$ cat src/rtl/icache_pkg.sv
// Shared fetch-path definitions: refill FSM states and block/beat geometry helpers.
package icache_pkg;

  typedef enum logic [1:0] {
    IDLE = 2'd0,
    REQ  = 2'd1,
    FILL = 2'd2,
    DONE = 2'd3
  } refill_state_t;

  function automatic int beats(input int block_width, input int bus_width);
    return block_width / bus_width;
  endfunction

  function automatic int cnt_bits(input int block_width, input int bus_width);
    return $clog2(block_width / bus_width);
  endfunction

  function automatic int align_bits(input int block_width);
    return $clog2(block_width / 8);
  endfunction

  // A refill needs a whole, power-of-two number of beats (at least two).
  function automatic bit beats_ok(input int block_width, input int bus_width);
    int b;
    b = block_width / bus_width;
    return (block_width % bus_width == 0) && (b >= 2) && ((b & (b - 1)) == 0);
  endfunction

endpackage

$ cat src/rtl/icache_refill_sva.sv
// Protocol and invariant checks for icache_refill; compiled only with INCLUDE_SVAS.
`ifdef INCLUDE_SVAS
module icache_refill_sva
  import icache_pkg::*;
#(
  parameter int ADDRESS_BITS = 32
) (
  input logic                    clk,
  input logic                    rst,
  input refill_state_t           state,
  input logic                    valid_i,
  input logic                    ready_o,
  input logic                    mem_req_valid_o,
  input logic                    mem_req_ready_i,
  input logic [ADDRESS_BITS-1:0] mem_req_addr_o,
  input logic                    mem_resp_valid_i
);

  // Upstream protocol violations are reported but the block tolerates them.
  a_valid_only_idle: assert property (@(posedge clk) disable iff (rst)
    valid_i |-> state == IDLE)
    else $warning("icache_refill: valid_i while refill in progress");

  a_resp_only_fill: assert property (@(posedge clk) disable iff (rst)
    mem_resp_valid_i |-> !(state == IDLE || state == REQ))
    else $warning("icache_refill: response beat with no request outstanding");

  a_ready_pulse: assert property (@(posedge clk) disable iff (rst)
    ready_o |=> !ready_o)
    else $error("icache_refill: ready_o longer than one cycle");

  a_req_hold: assert property (@(posedge clk) disable iff (rst)
    (mem_req_valid_o && !mem_req_ready_i) |=> (mem_req_valid_o && $stable(mem_req_addr_o)))
    else $error("icache_refill: request dropped or address changed before handshake");

endmodule
`endif

$ cat src/rtl/icache_refill.sv
// Blocking I-cache refill engine: one aligned memory read, beats assembled into a block.
module icache_refill
  import icache_pkg::*;
#(
  parameter int ADDRESS_BITS  = 32,
  parameter int BLOCK_WIDTH   = 256,
  parameter int MEM_BUS_WIDTH = 64
) (
  input  logic                     clk,
  input  logic                     rst,
  input  logic                     valid_i,
  input  logic [ADDRESS_BITS-1:0]  address_i,
  output logic                     ready_o,
  output logic [BLOCK_WIDTH-1:0]   data_o,
  output logic                     mem_req_valid_o,
  input  logic                     mem_req_ready_i,
  output logic [ADDRESS_BITS-1:0]  mem_req_addr_o,
  input  logic                     mem_resp_valid_i,
  input  logic [MEM_BUS_WIDTH-1:0] mem_resp_data_i,
  output logic                     busy_o
);

  localparam int BEATS      = beats(BLOCK_WIDTH, MEM_BUS_WIDTH);
  localparam int CNT_BITS   = cnt_bits(BLOCK_WIDTH, MEM_BUS_WIDTH);
  localparam int ALIGN_BITS = align_bits(BLOCK_WIDTH);

  localparam logic [CNT_BITS-1:0]     LAST_BEAT  = CNT_BITS'(BEATS - 1);
  localparam logic [ADDRESS_BITS-1:0] ALIGN_MASK = ~(ADDRESS_BITS'((64'd1 << ALIGN_BITS) - 64'd1));

  if (!beats_ok(BLOCK_WIDTH, MEM_BUS_WIDTH)) begin : g_bad_geometry
    $error("icache_refill: BLOCK_WIDTH/MEM_BUS_WIDTH must be a power of two >= 2");
  end

  refill_state_t       state;
  refill_state_t       state_next;
  logic [CNT_BITS-1:0] cnt;
  logic                take_miss;
  logic                take_beat;

  assign take_miss = (state == IDLE) && valid_i;
  assign take_beat = (state == FILL) && mem_resp_valid_i;

  always_ff @(posedge clk) begin
    if (rst) begin
      state <= IDLE;
    end else begin
      state <= state_next;
    end
  end

  always_comb begin
    state_next = state;
    unique case (state)
      IDLE:    if (valid_i)         state_next = REQ;
      REQ:     if (mem_req_ready_i) state_next = FILL;
      FILL:    if (mem_resp_valid_i && (cnt == LAST_BEAT)) state_next = DONE;
      DONE:    state_next = IDLE;
      default: state_next = IDLE;
    endcase
  end

  // Outputs decode the registered state only, so ready_o cannot coincide with a new miss.
  assign ready_o         = (state == DONE);
  assign mem_req_valid_o = (state == REQ);
  assign busy_o          = (state != IDLE);

  // data_o is deliberately not cleared on a new miss: stale words persist until overwritten.
  always_ff @(posedge clk) begin
    if (rst) begin
      cnt            <= '0;
      mem_req_addr_o <= '0;
      data_o         <= '0;
    end else begin
      if (take_miss) begin
        mem_req_addr_o <= address_i & ALIGN_MASK;
        cnt            <= '0;
      end
      if (take_beat) begin
        data_o[cnt*MEM_BUS_WIDTH +: MEM_BUS_WIDTH] <= mem_resp_data_i;
        cnt                                        <= cnt + CNT_BITS'(1);
      end
    end
  end

`ifdef INCLUDE_SVAS
  icache_refill_sva #(
    .ADDRESS_BITS (ADDRESS_BITS)
  ) u_sva (
    .clk              (clk),
    .rst              (rst),
    .state            (state),
    .valid_i          (valid_i),
    .ready_o          (ready_o),
    .mem_req_valid_o  (mem_req_valid_o),
    .mem_req_ready_i  (mem_req_ready_i),
    .mem_req_addr_o   (mem_req_addr_o),
    .mem_resp_valid_i (mem_resp_valid_i)
  );
`endif

endmodule

$ cat config.mk
export PLATFORM = sky130hd
export DESIGN_NAME = icache_refill
export DESIGN_NICKNAME = d
export VERILOG_FILES = /design/src/rtl/icache_pkg.sv /design/src/rtl/icache_refill_sva.sv /design/src/rtl/icache_refill.sv
export SDC_FILE = /design/constraint.sdc
export NUM_CORES = 1
export LEC_CHECK = 0
export BUFFER_PORTS_ARGS = -buffer_cell sky130_fd_sc_hd__buf_2
export CORE_UTILIZATION = 43
export CTS_CLUSTER_DIAMETER = 30
export DETAILED_ROUTE_END_ITERATION = 10
export GPL_TIMING_DRIVEN = 0
export HOLD_SLACK_MARGIN = 0.15
export PLACE_DENSITY = 0.82
export SYNTH_ARGS = -nofsm -noshare
export SYNTH_HDL_FRONTEND = slang
export SYNTH_SLANG_ARGS = --single-unit
$ cat constraint.sdc
create_clock -name clk -period 1.9 [get_ports clk]
set_clock_uncertainty 0.05 [all_clocks]
set_input_delay 0 -clock clk [delete_from_list [all_inputs] [get_ports clk]]
set_output_delay 0 -clock clk [all_outputs]
set_load 0.01 [all_outputs]
==> run summary, run 1 <==
Status: complete, but fails checks
Failing checks: setup timing
Die Width: 151 um
Critical Path End Type: flop
Placed standard-cell area: 11,900 sq um
Final wirelength: 38,400 um
Post-route insts no fill: 1,774
Seq/Total Area, Yosys: 60.2%
Critical Path Fanout Max: 10
Share of layout cells above drive strength 1: 39.6%
Clock buffer depth: 3
R2R Setup Slk: -0.07 ns
WHS Endpoint: mem_req_addr_o[5]
Cell Area, Synth: 9550 sq um
Root Buffer: clkbuf_16
Final instance area: 15,300 sq um
Power density cells: 1160 nW/um^2
R2R depth: 7
Crit path DAT: 2.39 ns
CTS tree: yes
Tmin final: 1.97 ns
WP data required: 2.31 ns
Post-synth top area share: 60.2%
Max frequency: 507 MHz
Total Routing Usage GR: 31.3%
Via Count: 9,991
Reg2reg start: cnt[0]
Clock-pin transition on the worst setup and hold timing paths: 0.05 ns
R2r endpoint: data_o[103]
Total clock sinks: 287
Hpwl dp: 23,100 um
Synth Warn #: 0
Initial drt markers: 667
Count leader, synth: dfxtp_1
CTS H-tree lvls: 2
Leakage power: 7.09 nW
Final Hold Viols: 0
CTS buffer count: 50
Boundary pin count: 392
DRC: 0
GP Congestion: 0.848
Row count: 54
#FFs+latches synth: 287
MaxCap Viol Count: 0
Leading area contributor after synthesis: dfxtp_1
Initial antenna violation count: 1
Post-synth EDFFs: 0
Grt ovf: 0
Worst slew margin: 43.8%
Hold_sp: address_i[5]
Top post-synthesis cells by area: dfxtp_1 (60%), a22o_1 (12%), a32o_1 (6.7%), a21oi_1 (4.9%), nand2_1 (4.8%)
# setup viols final: 66
Initial Utilization: 43.8%
Peak supply drop: 1.23 mV
Placed insts: 1,551
Least-Margin Pin Slew: 0.842 ns
Synth cell count leaders: dfxtp_1 (287), a22o_1 (128), nand2_1 (122)
Area delta synth->final: 60.3%
Ys flop type: dfxtp_1
Setup ws final: -0.0740 ns
RSZ-0062 raised after global routing: yes
Final #Nets: 1,564
First-pass GRT wire length: 54,200 um
Tightest Hold Check Type: in2reg
CP startpoint kind: flop
Final Total Pwr: 17.8 mW
Port Buffer Count: 379
Die H: 151 um
Netlist cell types: 27
CP Class: reg2reg
Vias/cell: 5.63
Die area: 22,800 sq um
WHS Path Cells: 4
Wire per inst: 21.7 um
Vias in the first global route: 9,799
Final Max Slew Viols: 0
Clk_lat worst skew: 0.53 ns
Ys async rst share: 0%
Syn_area_per_cell: 10.8 sq um
Core ar.: 21,800 sq um
Final ANT Viol Nets: 0
Fin crit share: 104%
Largest net degree at the start of global routing: 13
1st-pass router iterations: 5
Syn Inst Count: 887
-- per-layer routing --
layer  part of all wire (%)  wire [um]  vias up  global-route usage, %
li1                       -          -     4424                      -
met1                     36      13900     4806                   34.7
met2                     50      19400      636                   55.4
met3                    9.0       3460      125                   7.47
met4                    4.2       1620        0                   16.2
met5                      0          0        -                      0
-- sequential cells by signal, summed over array words and instances, names as in the netlist --
register and cells:
state 2, cnt 2, data_o 256, mem_req_addr_o 27
-- cell families after synthesis --
kind of cell	share of synthesized area [%]
buf+inv	5.10
fa+ha+maj	1.18
mux	0.105
other cells	0.0393
simple gates	9.61
compound gates	23.8
flops	60.2
-- repair_timing --
item | 4_1_cts | 5_1_grt
setup endpoints to repair | 270 | 267
hold buffers | 97 | 0
gates resized for setup | 75 | 59
pin swaps | 24 | 73
gates cloned | 3 | 6
setup buffers | 23 | 6
hold endpoints to repair | 287 | 0
-- through the flow --
step                      hold slack, ns  util [%]  TNS (ns)  worst slack (ns)
final                              0.212      70.1     -1.48           -0.0740
after global routing               0.216      70.1     -5.67            -0.108
after CTS                          0.189      68.7    -0.978           -0.0413
after detailed placement           0.197      54.3   -139.17            -0.746
after global placement             0.191      54.2   -169.44            -0.960
after floorplan                   0.0758         -         0           0.00616
-- worst max path at each step --
stage / startpoint / end / slack (ns) / cells past startpoint
CTS: cnt[0] / data_o[96] / -0.04 / 7
global placement: state[0] / data_o[181] / -0.96 / 6
global route: cnt[0] / data_o[103] / -0.11 / 7
floorplan: cnt[1] / data_o[100] / 0.006 / 7
detailed placement: cnt[1] / data_o[157] / -0.75 / 6
finish: cnt[0] / data_o[103] / -0.07 / 7
-- critical path, stage by stage (launching register included) --
cell     delay (ns)
dfxtp_4        0.37
inv_6          0.05
ha_4           0.16
or3b_4         0.41
nor4b_4        0.27
buf_6          0.26
buf_8          0.16
a22o_1         0.18
-- layout by cell type, fill, tap and decap left out, drive strengths merged, types with 5 or more instances in the layout --
| cell type | instances |
|---|---|
| buf | 455 |
| dfxtp | 287 |
| a22o | 128 |
| nand2 | 122 |
| clkbuf | 107 |
| dlygate4sd3 | 97 |
| a21oi | 94 |
| nand3 | 70 |
| a32o | 64 |
| inv | 12 |
| clkinv | 11 |
| ha | 9 |
| bufinv | 8 |
| clkinvlp | 7 |
| conb | 5 |
-- where the power goes --
group | total (mW) | leakage (nW) | internal, mW | switching [mW]
registers | 6.47 | 2.32 | 6.30 | 0.164
clock network | 9.26 | 0.835 | 6.11 | 3.15
logic | 2.07 | 3.94 | 0.843 | 1.23
-- cell type report --
type | instances | area [sq um]
Antenna cell | 1 | 2.50
Buffer | 85 | 603
Clock buffer | 59 | 1330
Clock inverter | 32 | 419
Fill cell | 1486 | 6520
Inverter | 6 | 30.0
Multi-Input combinational cell | 509 | 3450
Sequential cell | 287 | 5750
Tap cell | 280 | 350
Timing Repair Buffer | 515 | 3370
(Power assumes the default switching activity.)
==> run 2, diff against run 1 <==
CORE_AREA = 2 2 150 152   (was unset)
CORE_UTILIZATION = unset   (was 43)
DIE_AREA = 0 0 152 154   (was unset)
PLACE_DENSITY = 0.81   (was 0.82)
clock period = 2.35 ns   (was 1.9 ns; I/O delays follow)
==> run 2 against run 1 <==
  * The flow now finishes without violations
  * Count of clock-buffer cells in the layout is 11 higher
  * Total power fell by 22%
  * Combinational power shrank 22%
  * Hold slack gained 0.0035 ns
  * Via count decreased by 0.42%
  * Core utilization decreased by 2.5 points
  * Largest cell class unchanged
  * First-iteration DRC count up 20%
  * Wire length decreased by 0.35%
==> run summary, run 2 (same netlist as run 1, synthesis figures left out) <==
Status: finished clean
Reg with most FFs: data_o
1st-pass router iterations: 6 (+1)
Critical Path Fanout Max: 10 (unchanged)
R2R Setup Slk: 0.10 ns (+0.18 ns)
Port Buffer Count: 379 (unchanged)
Die H: 154 um (+2.0%)
Crit path DAT: 2.67 ns (+0.28 ns)
Fillers: 1,551 (+4.4%)
Critical Path End Type: flop
Fin crit share: 95.7% (-8.2 points)
N_diodes: 0 (-1)
Power density cells: 950 nW/um^2 (-18%)
Met3 Use GR: 7.24% (-0.23 points)
Hpwl dp: 23,700 um (+2.8%)
Initial drt markers: 802 (+20%)
Max frequency: 445 MHz (-12%)
Commonest cells after routing, fill and taps aside: buf_2 (389), dfxtp_1 (286), a22o_1 (128)
Core ar.: 21,700 sq um (-0.62%)
R2r endpoint: mem_req_addr_o[8]
Clk_lat worst skew: 0.53 ns (about the same)
# setup viols final: 0 (-100%)
Die area: 23,400 sq um (+2.6%)
Share of layout cells above drive strength 1: 35.3% (-4.3 points)
WHS Endpoint: mem_req_addr_o[17]
Total Routing Usage GR: 30.9% (-0.35 points)
Initial antenna violation count: 0 (-1)
CTS buffer count: 51 (+2.0%)
Reg2reg start: state[0]
Vias/cell: 5.67 (+0.72%)
Commonest non-fill, non-tap cell in the layout: buf_2
Tmin final: 2.25 ns (+0.275 ns)
Biggest regs: data_o: 256 flops, mem_req_addr_o: 27 flops
CTS tree: yes
Total clock sinks: 287 (unchanged)
CTS H-tree lvls: 2 (unchanged)
Clock-pin transition on the worst setup and hold timing paths: 0.05 ns (about the same)
Boundary pin count: 392 (unchanged)
Area delta synth->final: 53.7%
Initial Utilization: 44.0% (+0.27 points)
Final Total Pwr: 13.9 mW (-22%)
Wire per inst: 21.8 um (+0.78%)
Worst hold margin: 0.216 ns (+0.00352 ns)
MaxCap Viol Count: 0 (unchanged)
DRC: 0 (unchanged)
Die Width: 152 um (+0.66%)
Hold_sp: address_i[17]
WHS Path Cells: 4 (unchanged)
CP startpoint kind: flop
Leakage power: 6.78 nW (-4.3%)
Tightest Hold Check Type: in2reg
RSZ-0062 raised after global routing: no
WP data required: 2.77 ns (+0.46 ns)
Least-Margin Pin Slew: 0.764 ns (-0.0787 ns)
Row count: 54 (unchanged)
R2R depth: 7 (unchanged)
Met2 Use GR: 55.2% (-0.24 points)
Max reg flops: 256 (unchanged)
Vias in the first global route: 10,100 (+3.6%)
Routing usage on met1: 35.3% (+0.54 points)
Via Count: 9,949 (-0.42%)
Peak supply drop: 0.731 mV (-40%)
Root Buffer: clkbuf_16
GP Congestion: 0.849 (+0.17%)
Final Hold Viols: 0 (unchanged)
Clock buffer depth: 3 (unchanged)
Global route hottest layer: met2
Worst slew margin: 49.1% (+5.2 points)
Final Max Slew Viols: 0 (unchanged)
Final wirelength: 38,300 um (-0.35%)
First-pass GRT wire length: 57,700 um (+6.5%)
Total negative slack: 0 ns (+1.48 ns)
Final #Nets: 1,544 (-1.3%)
CP Class: reg2reg
Largest net degree at the start of global routing: 14 (+1)
Final ANT Viol Nets: 0 (unchanged)
Grt ovf: 0 (unchanged)
-- run 2: cell count changes in the layout (fill, tap and decap cells not counted), moves of 7 or more --
cell           previous run  this run
clkbuf_4                 10         2
buf_4                    32        12
clkbuf_2                 17         3
buf_8                    13         1
dlygate4sd3_1            97       104
clkbuf_1                 21        52
clkbuf_8                  2        13
-- run 2: per-stage QoR --
step / instances / utilization [%] / area [sq um] / setup WS [ns]
2_1_floorplan: 891 / - / 9560 / 0.291
3_5_place_dp: 1551 / 54.6 / 11800 / -0.307
4_1_cts: 1752 / 67.5 / 14600 / 0.0283
3_3_place_gp: 1550 / 54.5 / 11800 / -0.532
6_report: 1754 / 67.7 / 14700 / 0.101
5_1_grt: 1754 / 67.7 / 14700 / 0.0192
-- run 2: how the worst max path moves through the flow --
| stage | cells after the start | slack, ns | startpoint | to |
|---|---|---|---|---|
| 3_3_place_gp | 5 | -0.53 | cnt[0] | data_o[175] |
| 4_1_cts | 7 | 0.03 | cnt[0] | data_o[106] |
| 6_report | 7 | 0.10 | state[0] | mem_req_addr_o[8] |
| 2_1_floorplan | 7 | 0.29 | cnt[0] | data_o[100] |
| 3_5_place_dp | 6 | -0.31 | cnt[0] | data_o[174] |
| 5_1_grt | 7 | 0.02 | state[0] | data_o[123] |
-- run 2: timing repair --
| item | CTS | global route |
|---|---|---|
| endpoints found under the setup margin | 248 | 128 |
| setup buffers | 4 | 3 |
| hold buffers | 104 | 0 |
| gates resized for setup | 15 | 8 |
| gates cloned | 1 | 0 |
| endpoints found under the hold margin | 287 | 0 |
| pin swaps | 2 | 1 |
-- run 2: metal layers --
metal  part of all wire, %  routed length [um]
met5                     0                   0
met3                   8.1                3110
met4                   4.3                1630
met1                    38               14500
met2                    50               19000
-- run 2: layout make-up --
| cell class | count | area [sq um] | share of cell area [%] |
|---|---|---|---|
| Sequential cell | 287 | 5750 | 39.2 |
| Clock inverter | 23 | 210 | 1.43 |
| Timing Repair Buffer | 492 | 3020 | 20.6 |
| Tap cell | 280 | 350 | 2.39 |
| Buffer | 87 | 474 | 3.23 |
| Multi-Input combinational cell | 509 | 3380 | 23.0 |
| Clock buffer | 70 | 1480 | 10.1 |
| Inverter | 6 | 22.5 | 0.153 |
-- run 2: critical path, cell delays in order (launching register included) --
cell           delay [ns]
dfxtp_1              0.38
inv_1                0.08
ha_1                 0.25
nand2_1              0.09
clkbuf_1             0.47
nand2_1              0.11
a21oi_1              0.16
dlygate4sd3_1        0.59
-- run 2: power by group --
| part | internal (mW) | switching (mW) |
|---|---|---|
| Clock | 4.61 | 2.47 |
| Sequential | 5.10 | 0.150 |
| Combinational | 0.627 | 0.982 |
